**config.mk**
```make
export PLATFORM = sky130hd
export DESIGN_NAME = ps2_host_tx
export DESIGN_NICKNAME = d
export VERILOG_FILES = /design/src/rtl/ps2_pkg.sv /design/src/rtl/ps2_line_sync.sv /design/src/rtl/ps2_host_tx.sv
export SDC_FILE = /design/constraint.sdc
export NUM_CORES = 1
export LEC_CHECK = 0
export CAP_MARGIN = 0
export CORE_ASPECT_RATIO = 1.1
export CORE_MARGIN = 1
export CORE_UTILIZATION = 45
export CTS_CLUSTER_SIZE = 40
export DETAILED_ROUTE_END_ITERATION = 10
export MAX_ROUTING_LAYER = met4
export PLACE_DENSITY = 0.64
export REMOVE_ABC_BUFFERS = 1
export SYNTH_ARGS = -nofsm -noshare
export SYNTH_HDL_FRONTEND = slang
export SYNTH_SLANG_ARGS = --single-unit
```
**constraint.sdc**
```tcl
create_clock -name clk -period 3.3 [get_ports clk]
set_input_delay 0.33 -clock clk [delete_from_list [all_inputs] [get_ports clk]]
set_output_delay 0.33 -clock clk [all_outputs]
set_load 0.02 [all_outputs]
```
**src/rtl/ps2_pkg.sv**
```systemverilog
// Shared PS/2 definitions: host transmitter states, command bytes, default timing.
package ps2_pkg;

    typedef enum logic [2:0] {
        IDLE,
        INHIBIT,
        RELEASE,
        DATA,
        PARITY,
        STOP,
        ACK,
        WAIT_IDLE
    } ps2_state_e;

    localparam logic [7:0] PS2_CMD_SET_LED = 8'hED;
    localparam logic [7:0] PS2_CMD_RESET   = 8'hFF;
    localparam logic [7:0] PS2_ACK         = 8'hFA;

    // 50 MHz system clock: 100 us inhibit, 15 ms device watchdog.
    localparam int PS2_INHIBIT_CYCLES = 5000;
    localparam int PS2_TIMEOUT_CYCLES = 750000;
    localparam int PS2_SYNC_STAGES    = 3;
    localparam int PS2_MAX_RETRIES    = 2;

    function automatic logic ps2_odd_parity(input logic [7:0] b);
        return ~^b;
    endfunction

endpackage

```
**src/rtl/ps2_line_sync.sv**
```systemverilog
// Synchronizes the asynchronous PS/2 clock/data lines and flags device falling edges.
module ps2_line_sync #(
    parameter int STAGES = 3
) (
    input  logic clk,
    input  logic rst_n,
    input  logic ps2_clk,
    input  logic ps2_data,
    output logic clk_s,
    output logic data_s,
    output logic clk_fall
);

    logic [STAGES-1:0] clk_sync_q, clk_sync_d;
    logic [STAGES-1:0] data_sync_q, data_sync_d;
    logic              clk_prev_q, clk_prev_d;

    always_comb begin
        clk_sync_d  = {clk_sync_q[STAGES-2:0], ps2_clk};
        data_sync_d = {data_sync_q[STAGES-2:0], ps2_data};
        clk_prev_d  = clk_sync_q[STAGES-1];
    end

    // Idle bus is high, so reset to 1 to avoid a phantom edge after reset.
    always_ff @(posedge clk or negedge rst_n) begin
        if (!rst_n) begin
            clk_sync_q  <= '1;
            data_sync_q <= '1;
            clk_prev_q  <= 1'b1;
        end else begin
            clk_sync_q  <= clk_sync_d;
            data_sync_q <= data_sync_d;
            clk_prev_q  <= clk_prev_d;
        end
    end

    assign clk_s    = clk_sync_q[STAGES-1];
    assign data_s   = data_sync_q[STAGES-1];
    assign clk_fall = clk_prev_q & ~clk_s;

endmodule

```
**src/rtl/ps2_host_tx.sv**
```systemverilog
// PS/2 host-to-device command transmitter (inhibit, start, 8 data, parity, stop, ack).
// Define PS2_HOST_TX_RETRY_EN to re-send a failed frame up to two more times.
module ps2_host_tx
    import ps2_pkg::*;
#(
    parameter int INHIBIT_CYCLES = PS2_INHIBIT_CYCLES,
    parameter int TIMEOUT_CYCLES = PS2_TIMEOUT_CYCLES,
    parameter int SYNC_STAGES    = PS2_SYNC_STAGES
) (
    input  logic       clk,
    input  logic       clrn,
    input  logic       ps2_clk,
    input  logic       ps2_data,
    output logic       ps2_clk_oe,
    output logic       ps2_data_oe,
    input  logic [7:0] tx_data,
    input  logic       tx_valid,
    output logic       tx_ready,
    output logic       tx_busy,
    output logic       tx_done,
    output logic       tx_err
);

    localparam int IW = $clog2(INHIBIT_CYCLES) + 1;
    localparam int WW = $clog2(TIMEOUT_CYCLES) + 1;

    ps2_state_e state_q, state_d;
    logic [7:0] byte_q, byte_d;
    logic       par_q, par_d;
    logic [2:0] bit_cnt_q, bit_cnt_d;
    logic [IW-1:0] inh_cnt_q, inh_cnt_d;
    logic [WW-1:0] wd_q, wd_d;
    logic       ok_q, ok_d;
    logic       clk_oe_q, clk_oe_d;
    logic       data_oe_q, data_oe_d;
    logic       done_q, done_d;
    logic       err_q, err_d;
`ifdef PS2_HOST_TX_RETRY_EN
    logic [1:0] retry_q, retry_d;
`endif

    logic clk_s, data_s, clk_fall;
    logic watching, timeout, fail;

    ps2_line_sync #(.STAGES(SYNC_STAGES)) u_sync (
        .clk      (clk),
        .rst_n    (clrn),
        .ps2_clk  (ps2_clk),
        .ps2_data (ps2_data),
        .clk_s    (clk_s),
        .data_s   (data_s),
        .clk_fall (clk_fall)
    );

    always_comb begin
        state_d   = state_q;
        byte_d    = byte_q;
        par_d     = par_q;
        bit_cnt_d = bit_cnt_q;
        inh_cnt_d = inh_cnt_q;
        wd_d      = wd_q;
        ok_d      = ok_q;
        clk_oe_d  = clk_oe_q;
        data_oe_d = data_oe_q;
        done_d    = 1'b0;
        err_d     = 1'b0;
        fail      = 1'b0;
`ifdef PS2_HOST_TX_RETRY_EN
        retry_d   = retry_q;
`endif
        watching = state_q inside {RELEASE, DATA, PARITY, STOP, ACK, WAIT_IDLE};
        if (watching) wd_d = clk_fall ? '0 : wd_q + 1'b1;

        case (state_q)
            IDLE: if (tx_valid) begin
                byte_d    = tx_data;
                par_d     = ps2_odd_parity(tx_data);
                inh_cnt_d = '0;
                ok_d      = 1'b0;
                clk_oe_d  = 1'b1;
                data_oe_d = 1'b0;
                state_d   = INHIBIT;
`ifdef PS2_HOST_TX_RETRY_EN
                retry_d   = '0;
`endif
            end
            INHIBIT: begin
                inh_cnt_d = inh_cnt_q + 1'b1;
                // Start bit goes low one cycle before the clock is released.
                if (inh_cnt_q == IW'(INHIBIT_CYCLES - 2)) data_oe_d = 1'b1;
                if (inh_cnt_q == IW'(INHIBIT_CYCLES - 1)) begin
                    clk_oe_d = 1'b0;
                    wd_d     = '0;
                    state_d  = RELEASE;
                end
            end
            RELEASE: if (clk_fall) begin
                data_oe_d = ~byte_q[0];
                bit_cnt_d = 3'd1;
                state_d   = DATA;
            end
            DATA: if (clk_fall) begin
                data_oe_d = ~byte_q[bit_cnt_q];
                bit_cnt_d = bit_cnt_q + 1'b1;
                if (bit_cnt_q == 3'd7) state_d = PARITY;
            end
            PARITY: if (clk_fall) begin
                data_oe_d = ~par_q;
                state_d   = STOP;
            end
            STOP: if (clk_fall) begin
                data_oe_d = 1'b0;
                state_d   = ACK;
            end
            ACK: if (clk_fall) begin
                ok_d    = ~data_s;
                fail    = data_s;
                state_d = WAIT_IDLE;
            end
            WAIT_IDLE: if (clk_s && data_s) begin
                done_d  = ok_q;
                state_d = IDLE;
            end
            default: state_d = IDLE;
        endcase

        timeout = watching && !clk_fall && (wd_q == WW'(TIMEOUT_CYCLES - 1)) &&
                  !(state_q == WAIT_IDLE && clk_s && data_s);
        if (timeout) begin
            clk_oe_d  = 1'b0;
            data_oe_d = 1'b0;
            state_d   = IDLE;
            // A missing ack already reported its error; only an acked frame stuck here errs.
            if (state_q != WAIT_IDLE) fail = 1'b1;
            else                      err_d = ok_q;
        end

        if (fail) begin
`ifdef PS2_HOST_TX_RETRY_EN
            if (retry_q < 2'(PS2_MAX_RETRIES)) begin
                retry_d   = retry_q + 1'b1;
                inh_cnt_d = '0;
                ok_d      = 1'b0;
                clk_oe_d  = 1'b1;
                data_oe_d = 1'b0;
                state_d   = INHIBIT;
            end else begin
                err_d = 1'b1;
            end
`else
            err_d = 1'b1;
`endif
        end
    end

    always_ff @(posedge clk or negedge clrn) begin
        if (!clrn) begin
            state_q   <= IDLE;
            byte_q    <= '0;
            par_q     <= 1'b0;
            bit_cnt_q <= '0;
            inh_cnt_q <= '0;
            wd_q      <= '0;
            ok_q      <= 1'b0;
            clk_oe_q  <= 1'b0;
            data_oe_q <= 1'b0;
            done_q    <= 1'b0;
            err_q     <= 1'b0;
`ifdef PS2_HOST_TX_RETRY_EN
            retry_q   <= '0;
`endif
        end else begin
            state_q   <= state_d;
            byte_q    <= byte_d;
            par_q     <= par_d;
            bit_cnt_q <= bit_cnt_d;
            inh_cnt_q <= inh_cnt_d;
            wd_q      <= wd_d;
            ok_q      <= ok_d;
            clk_oe_q  <= clk_oe_d;
            data_oe_q <= data_oe_d;
            done_q    <= done_d;
            err_q     <= err_d;
`ifdef PS2_HOST_TX_RETRY_EN
            retry_q   <= retry_d;
`endif
        end
    end

    assign ps2_clk_oe  = clk_oe_q;
    assign ps2_data_oe = data_oe_q;
    assign tx_ready    = (state_q == IDLE);
    assign tx_busy     = (state_q != IDLE);
    assign tx_done     = done_q;
    assign tx_err      = err_q;

endmodule

```
Yosys cells after proc, flatten, opt, wreduce, memory -nomap -nowiden
Index checks and enable logic that the tools add are counted.
{ "op_classes": {"eq_ne": 26, "n_lt_le_gt_ge": 1, "n_reduce_logical": 24, "mux": 45, "add_sub_neg": 3, "bitwise": 6} }
{ "op_table": {"columns": ["operator", "count"], "rows": [
  ["21-bit 2-to-1 mux", 4],
  ["3-bit 2-to-1 mux", 12],
  ["14-bit by 13-bit equality test with 1-bit output (second input constant)", 2],
  ["14-bit one-hot mux with 2 select lines", 1],
  ["3-bit != test (second input constant)", 9],
  ["3-bit one-hot mux with 8 select lines", 1],
  ["21-bit by 1-bit adder with 21-bit output (second input constant)", 1],
  ["21-bit by 20-bit equality test with 1-bit output (second input constant)", 1],
  ["1-bit 2-to-1 mux", 21],
  ["3-bit equality test (second input constant)", 5],
  ["14-bit by 1-bit adder with 14-bit output (second input constant)", 1],
  ["14-bit 2-to-1 mux", 1],
  ["3-bit AND reduction", 3],
  ["9-bit AND reduction", 1],
  ["2-bit != test (second input constant)", 4],
  ["8-bit XNOR reduction", 1],
  ["7-bit AND reduction", 1],
  ["7-bit nonzero test", 1],
  ["3-bit by 2-bit equality test with 1-bit output (second input constant)", 2],
  ["1-bit logical AND", 6],
  ["3-bit by 2-bit != test with 1-bit output (second input constant)", 2],
  ["1-bit one-hot mux with 6 select lines", 1],
  ["3-bit one-hot mux with 2 select lines", 1],
  ["2-bit nonzero test", 3],
  ["12 further kinds", 20]
]} }
{ "totals": {"reg_bits": 62, "wordCells": 119, "output_inout_bits": 6} }

Longest topological paths before layout
{ "depth": {"word_depth": 8, "mapped_depth": 7, "mapped_depth_nobuf": 7} }

Modules after synthesis
From an unflattened synthesis, not the netlist that was laid out.
{ "hier_totals": {"hier_cells": 331, "hier_area_um2": 3303.2} }
{ "modules_own_cells": {"columns": ["module", "instances", "cells_per_inst", "area_each_um2"], "rows": [
  ["ps2_host_tx", 1, 323, 3105.5],
  ["ps2_line_sync", 1, 8, 197.7]
]} }

Least setup slack after synthesis
No wires, ideal clock.
{ "synth_path": {"path_type": "register -> output", "startpoint": "register state_q[1]", "endpoint": "output tx_ready", "path_buffers": 2, "path_stages_with_launch": 6, "arrival_ps": 1340, "setup_slack_ps": 1630, "required_time_ps": 2970, "cell_sequence": "dfrtp_1 > buf_2 > nor2_1 > buf_2 > nand2_1 > inv_1"} }
{ "synth_between": {"elab_chain_cells": 1} }
{ "synth_lines": {"columns": ["item", "line", "rtl"], "rows": [
  ["start: declaration", "ps2_host_tx.sv:27", "ps2_state_e state_q, state_d;"],
  ["start signal: assignment", "ps2_host_tx.sv:173", "state_q <= state_d;"],
  ["3-bit zero test", "ps2_host_tx.sv:192", "assign tx_ready = (state_q == IDLE);"],
  ["end: declaration", "ps2_host_tx.sv:18", "output logic tx_ready,"]
]} }
No other way between the ends.

Worst setup path after layout
{ "layout_path": {"startpoint": "register state_q[2]", "endpoint": "output tx_ready"} }
Same word-level chain as after synthesis.

==> flow_summary.html <==
<table>
<tr><th>Metric</th><th>Value</th></tr>
<tr><th colspan="2">Status</th></tr>
<tr><td>Outcome</td><td>finished, final reports clean</td></tr>
<tr><th colspan="2">CTS</th></tr>
<tr><td># H-tree levels</td><td>3</td></tr>
<tr><td>Post-CTS Setup Inserts</td><td>0</td></tr>
<tr><td>Number of hold buffers added after cts</td><td>0</td></tr>
<tr><td>Number of buffers added by the clock tree synthesis step</td><td>9</td></tr>
<tr><td>Clock tree from TritonCTS</td><td>yes</td></tr>
<tr><td>Number of cells upsized or downsized after cts</td><td>0</td></tr>
<tr><td>Deepest clock path buffer count</td><td>2</td></tr>
<tr><td>Worst-Skew Late Latency</td><td>0.34 ns</td></tr>
<tr><td>Clock-pin slew on the worst setup and hold paths</td><td>0.07 ns</td></tr>
<tr><td>Buffer cell driving the clock tree root</td><td>sky130_fd_sc_hd__clkbuf_8</td></tr>
<tr><td>CTS sink cnt</td><td>62</td></tr>
<tr><th colspan="2">Synth</th></tr>
<tr><td>Flip-flop and latch count after synthesis</td><td>62</td></tr>
<tr><td>Post-synth top area share</td><td>43.2%</td></tr>
<tr><td>Number of warning messages in the yosys log</td><td>0</td></tr>
<tr><td>Leading area contributor after synthesis</td><td>sky130_fd_sc_hd__dfrtp_1</td></tr>
<tr><td>Proportion of register bits with asynchronous set or reset after synthesis</td><td>100%</td></tr>
<tr><td>Post-synthesis average cell area</td><td>9.35 sq um</td></tr>
<tr><td>Library cells used by synthesis</td><td>51</td></tr>
<tr><td>Gate count of the mapped netlist</td><td>341</td></tr>
<tr><td>Post-synth EDFFs</td><td>0</td></tr>
<tr><td>Commonest register cell after synthesis</td><td>sky130_fd_sc_hd__dfrtp_1</td></tr>
<tr><td>Cell area after synthesis</td><td>0.00319 sq mm</td></tr>
<tr><td>Part of the Yosys area used for sequential elements</td><td>49.0%</td></tr>
<tr><td>Synth area leaders</td><td>sky130_fd_sc_hd__dfrtp_1 43%, sky130_fd_sc_hd__nand2_1 6.8%, sky130_fd_sc_hd__dfstp_2 5.8%</td></tr>
<tr><th colspan="2">Critical path</th></tr>
<tr><td>Worst path arrival time</td><td>2.00 ns</td></tr>
<tr><td>Required arrival time at the worst endpoint</td><td>2.97 ns</td></tr>
<tr><td>Nature of the critical path startpoint</td><td>flip-flop</td></tr>
<tr><td>Worst R2R Start</td><td>state_q[0]</td></tr>
<tr><td>Critical setup path kind</td><td>reg2out</td></tr>
<tr><td>Setup slack of the worst register-to-register path</td><td>1.16 ns</td></tr>
<tr><td>Register-to-Register Path Depth</td><td>4</td></tr>
<tr><td>Reg-to-Reg End</td><td>wd_q[10]</td></tr>
<tr><td>Crit path capture type</td><td>output pin</td></tr>
<tr><td>Critical path peak fanout</td><td>20</td></tr>
<tr><th colspan="2">Timing</th></tr>
<tr><td>Setup repair after global routing missed its margin</td><td>no</td></tr>
<tr><td>Clock Skews</td><td>0.00739 ns</td></tr>
<tr><td>Slew margin rel.</td><td>34.4%</td></tr>
<tr><td>Tightest Pin Transition</td><td>0.984 ns</td></tr>
<tr><td>Final slew viol count</td><td>0</td></tr>
<tr><td>Final-report setup violation count</td><td>0</td></tr>
<tr><td>Final Hold Viols</td><td>0</td></tr>
<tr><td>Fraction of the cycle the final worst path needs</td><td>70.6%</td></tr>
<tr><td>Worst Setup Slack, final</td><td>0.972 ns</td></tr>
<tr><td>Achievable frequency</td><td>0.429 GHz</td></tr>
<tr><td>Min Clock Period, post-route</td><td>2.33 ns</td></tr>
<tr><td>Post-route setup TNS</td><td>0 ns</td></tr>
<tr><th colspan="2">Placed design</th></tr>
<tr><td>Sum of net half-perimeters after detailed placement</td><td>4.52 mm</td></tr>
<tr><td>Placement Setup Slack</td><td>1.16 ns</td></tr>
<tr><td>RD Place Congestion</td><td>0.817</td></tr>
<tr><td>Number of I/O port buffers</td><td>18</td></tr>
<tr><th colspan="2">Global route</th></tr>
<tr><td>Number of global-route vias before repair</td><td>2310</td></tr>
<tr><td>Remaining global-route overflow</td><td>0</td></tr>
<tr><td>Global-route wire length before repair</td><td>11.2 mm</td></tr>
<tr><td>GRT Resource Usage Total</td><td>20.7%</td></tr>
<tr><td>Largest net degree at the start of global routing</td><td>45</td></tr>
<tr><td>Antenna violations before repair</td><td>0</td></tr>
<tr><th colspan="2">Detailed routing</th></tr>
<tr><td>Detailed-route vias per instance</td><td>5.53</td></tr>
<tr><td>DRC violation count after routing</td><td>0</td></tr>
<tr><td>Routed length per placed instance</td><td>14.4 microns</td></tr>
<tr><td>Routed WL</td><td>6.45 mm</td></tr>
<tr><td>Count of TritonRoute iterations in the first routing pass</td><td>4</td></tr>
<tr><td>DRT antenna net count</td><td>0</td></tr>
<tr><td>DR iter-0 viols</td><td>120</td></tr>
<tr><td>Total via count in the routed design</td><td>2478</td></tr>
<tr><th colspan="2">Layout</th></tr>
<tr><td>Nets</td><td>379</td></tr>
<tr><td>Post-layout util</td><td>53.8%</td></tr>
<tr><td>Count of antenna diodes in the layout</td><td>0</td></tr>
<tr><td>Fraction of final layout cells sized beyond drive strength 1</td><td>9.56%</td></tr>
<tr><td>Growth of design area from synthesis to finish</td><td>13.3%</td></tr>
<tr><th colspan="2">Floorplanning</th></tr>
<tr><td>Die outline height</td><td>90.3 microns</td></tr>
<tr><td>Die Width</td><td>82.2 microns</td></tr>
<tr><td>Area of the core</td><td>0.00671 sq mm</td></tr>
<tr><td>Area enclosed by the die boundary</td><td>0.00742 sq mm</td></tr>
<tr><td>Floorplan row count</td><td>31</td></tr>
<tr><td>Initial standard-cell utilization of the core</td><td>47.5%</td></tr>
<tr><td>Number of ports placed on the die boundary</td><td>19</td></tr>
<tr><th colspan="2">Worst hold path</th></tr>
<tr><td>Type of the worst min-delay path</td><td>in2async</td></tr>
<tr><th colspan="2">Run</th></tr>
<tr><td>Max-cap check violation count</td><td>0</td></tr>
<tr><th colspan="2">Power</th></tr>
<tr><td>Power density over the cells</td><td>725 mW/mm^2</td></tr>
<tr><td>Leakage</td><td>1.57 nW</td></tr>
<tr><td>Maximum vdd ir drop</td><td>0.000449 V</td></tr>
</table>
-- stage by stage --
step | power (mW) | cells | hold slack, ns | area (sq um)
2_1_floorplan | 1.72 | 329 | 0.0344 | 3130
4_1_cts | 2.64 | 448 | 0.177 | 3610
3_5_place_dp | 2.02 | 432 | 0.347 | 3430
6_report | 2.62 | 448 | 0.147 | 3610
5_1_grt | 2.83 | 448 | 0.232 | 3610
3_3_place_gp | 1.99 | 432 | 0.345 | 3430
-- how the worst max path moves through the flow --
stage | from | to | cells past startpoint
detailed placement | state_q[0] | wd_q[10] | 4
finish | state_q[2] | tx_ready | 4
global placement | state_q[0] | wd_q[14] | 4
CTS | state_q[2] | tx_ready | 4
floorplan | state_q[2] | inh_cnt_q[11] | 4
global route | state_q[2] | tx_ready | 4
-- cells in the final DEF, fill, tap and decap left out, types with 3 or more instances in the layout --
master	instances
sky130_fd_sc_hd__o21ai_0	26
sky130_fd_sc_hd__clkbuf_8	12
sky130_fd_sc_hd__inv_1	4
sky130_fd_sc_hd__buf_4	3
sky130_fd_sc_hd__ha_1	5
sky130_fd_sc_hd__nor4b_1	3
sky130_fd_sc_hd__xor2_1	10
sky130_fd_sc_hd__clkdlybuf4s50_1	17
sky130_fd_sc_hd__xnor2_1	12
sky130_fd_sc_hd__nand2_1	58
sky130_fd_sc_hd__nor2_1	41
sky130_fd_sc_hd__mux2i_1	4
sky130_fd_sc_hd__clkbuf_1	3
sky130_fd_sc_hd__nand4_1	6
sky130_fd_sc_hd__and3_1	4
sky130_fd_sc_hd__dfrtp_1	55
sky130_fd_sc_hd__nand2b_1	5
sky130_fd_sc_hd__a21oi_1	15
sky130_fd_sc_hd__dfstp_2	7
sky130_fd_sc_hd__nor4_1	5
sky130_fd_sc_hd__nand3_1	25
sky130_fd_sc_hd__nor3_1	9
-- flip-flops by register name (all words and copies together), names as in the netlist, 3 cells and up --
signal              cells
wd_q                   21
inh_cnt_q              14
byte_q                  8
bit_cnt_q               3
state_q                 3
u_sync.clk_sync_q       3
u_sync.data_sync_q      3
-- worst max-delay path, cell delays in order (launching register included) --
cell	delay [ns]
sky130_fd_sc_hd__dfrtp_1	0.58
sky130_fd_sc_hd__nor2_1	0.29
sky130_fd_sc_hd__nand2_1	0.13
sky130_fd_sc_hd__inv_1	0.07
sky130_fd_sc_hd__clkdlybuf4s50_1	0.59
-- report_power, final --
part / total (mW) / switching, mW / internal (mW)
registers: 1.21 / 0.257 / 0.954
logic: 0.796 / 0.452 / 0.343
clock network: 0.612 / 0.278 / 0.334
-- Yosys cell counts (3+ instances only) --
library cell               instances
sky130_fd_sc_hd__dfstp_2           7
sky130_fd_sc_hd__ha_1              5
sky130_fd_sc_hd__and3_1            4
sky130_fd_sc_hd__nor4b_1           3
sky130_fd_sc_hd__nand3_1          25
sky130_fd_sc_hd__xor2_1           10
sky130_fd_sc_hd__nand2b_1          5
sky130_fd_sc_hd__inv_1             4
sky130_fd_sc_hd__o21ai_0          26
sky130_fd_sc_hd__nor2_1           41
sky130_fd_sc_hd__nand2_1          58
sky130_fd_sc_hd__nor4_1            5
sky130_fd_sc_hd__dfrtp_1          55
sky130_fd_sc_hd__xnor2_1          12
sky130_fd_sc_hd__nand4_1           6
sky130_fd_sc_hd__mux2i_1           4
sky130_fd_sc_hd__nor3_1            9
sky130_fd_sc_hd__a21oi_1          15
sky130_fd_sc_hd__clkbuf_1          6
sky130_fd_sc_hd__buf_2             4
-- logic make-up after synthesis --
family | count (synthesis) | share of synthesized area (%)
AND/OR/NAND/NOR | 174 | 27.8
flip-flops | 62 | 49.0
AO/OA/AOI/OAI | 55 | 9.93
XOR/XNOR | 22 | 6.05
buffers and inverters | 16 | 2.32
multiplexers | 7 | 3.02
adder cells (fa/ha/maj) | 5 | 1.96
-- layer usage --
layer  vias up  share of wire, %  track usage, %
met5         -                 0               -
met4         0               2.1            8.04
met3        11               3.7            5.25
met2        44                46            29.7
met1      1185                48            27.8
li1       1238                 -               -
-- cell type report --
cell class,instances,area (sq um)
repair buffers,21,198
clock inverters,1,5.00
flip-flops and latches,62,1560
well taps,82,103
inverters,4,15.0
multi-input cells,263,1550
fillers,641,3100
clock buffers,15,176
Power figures use the tool's default switching activity.
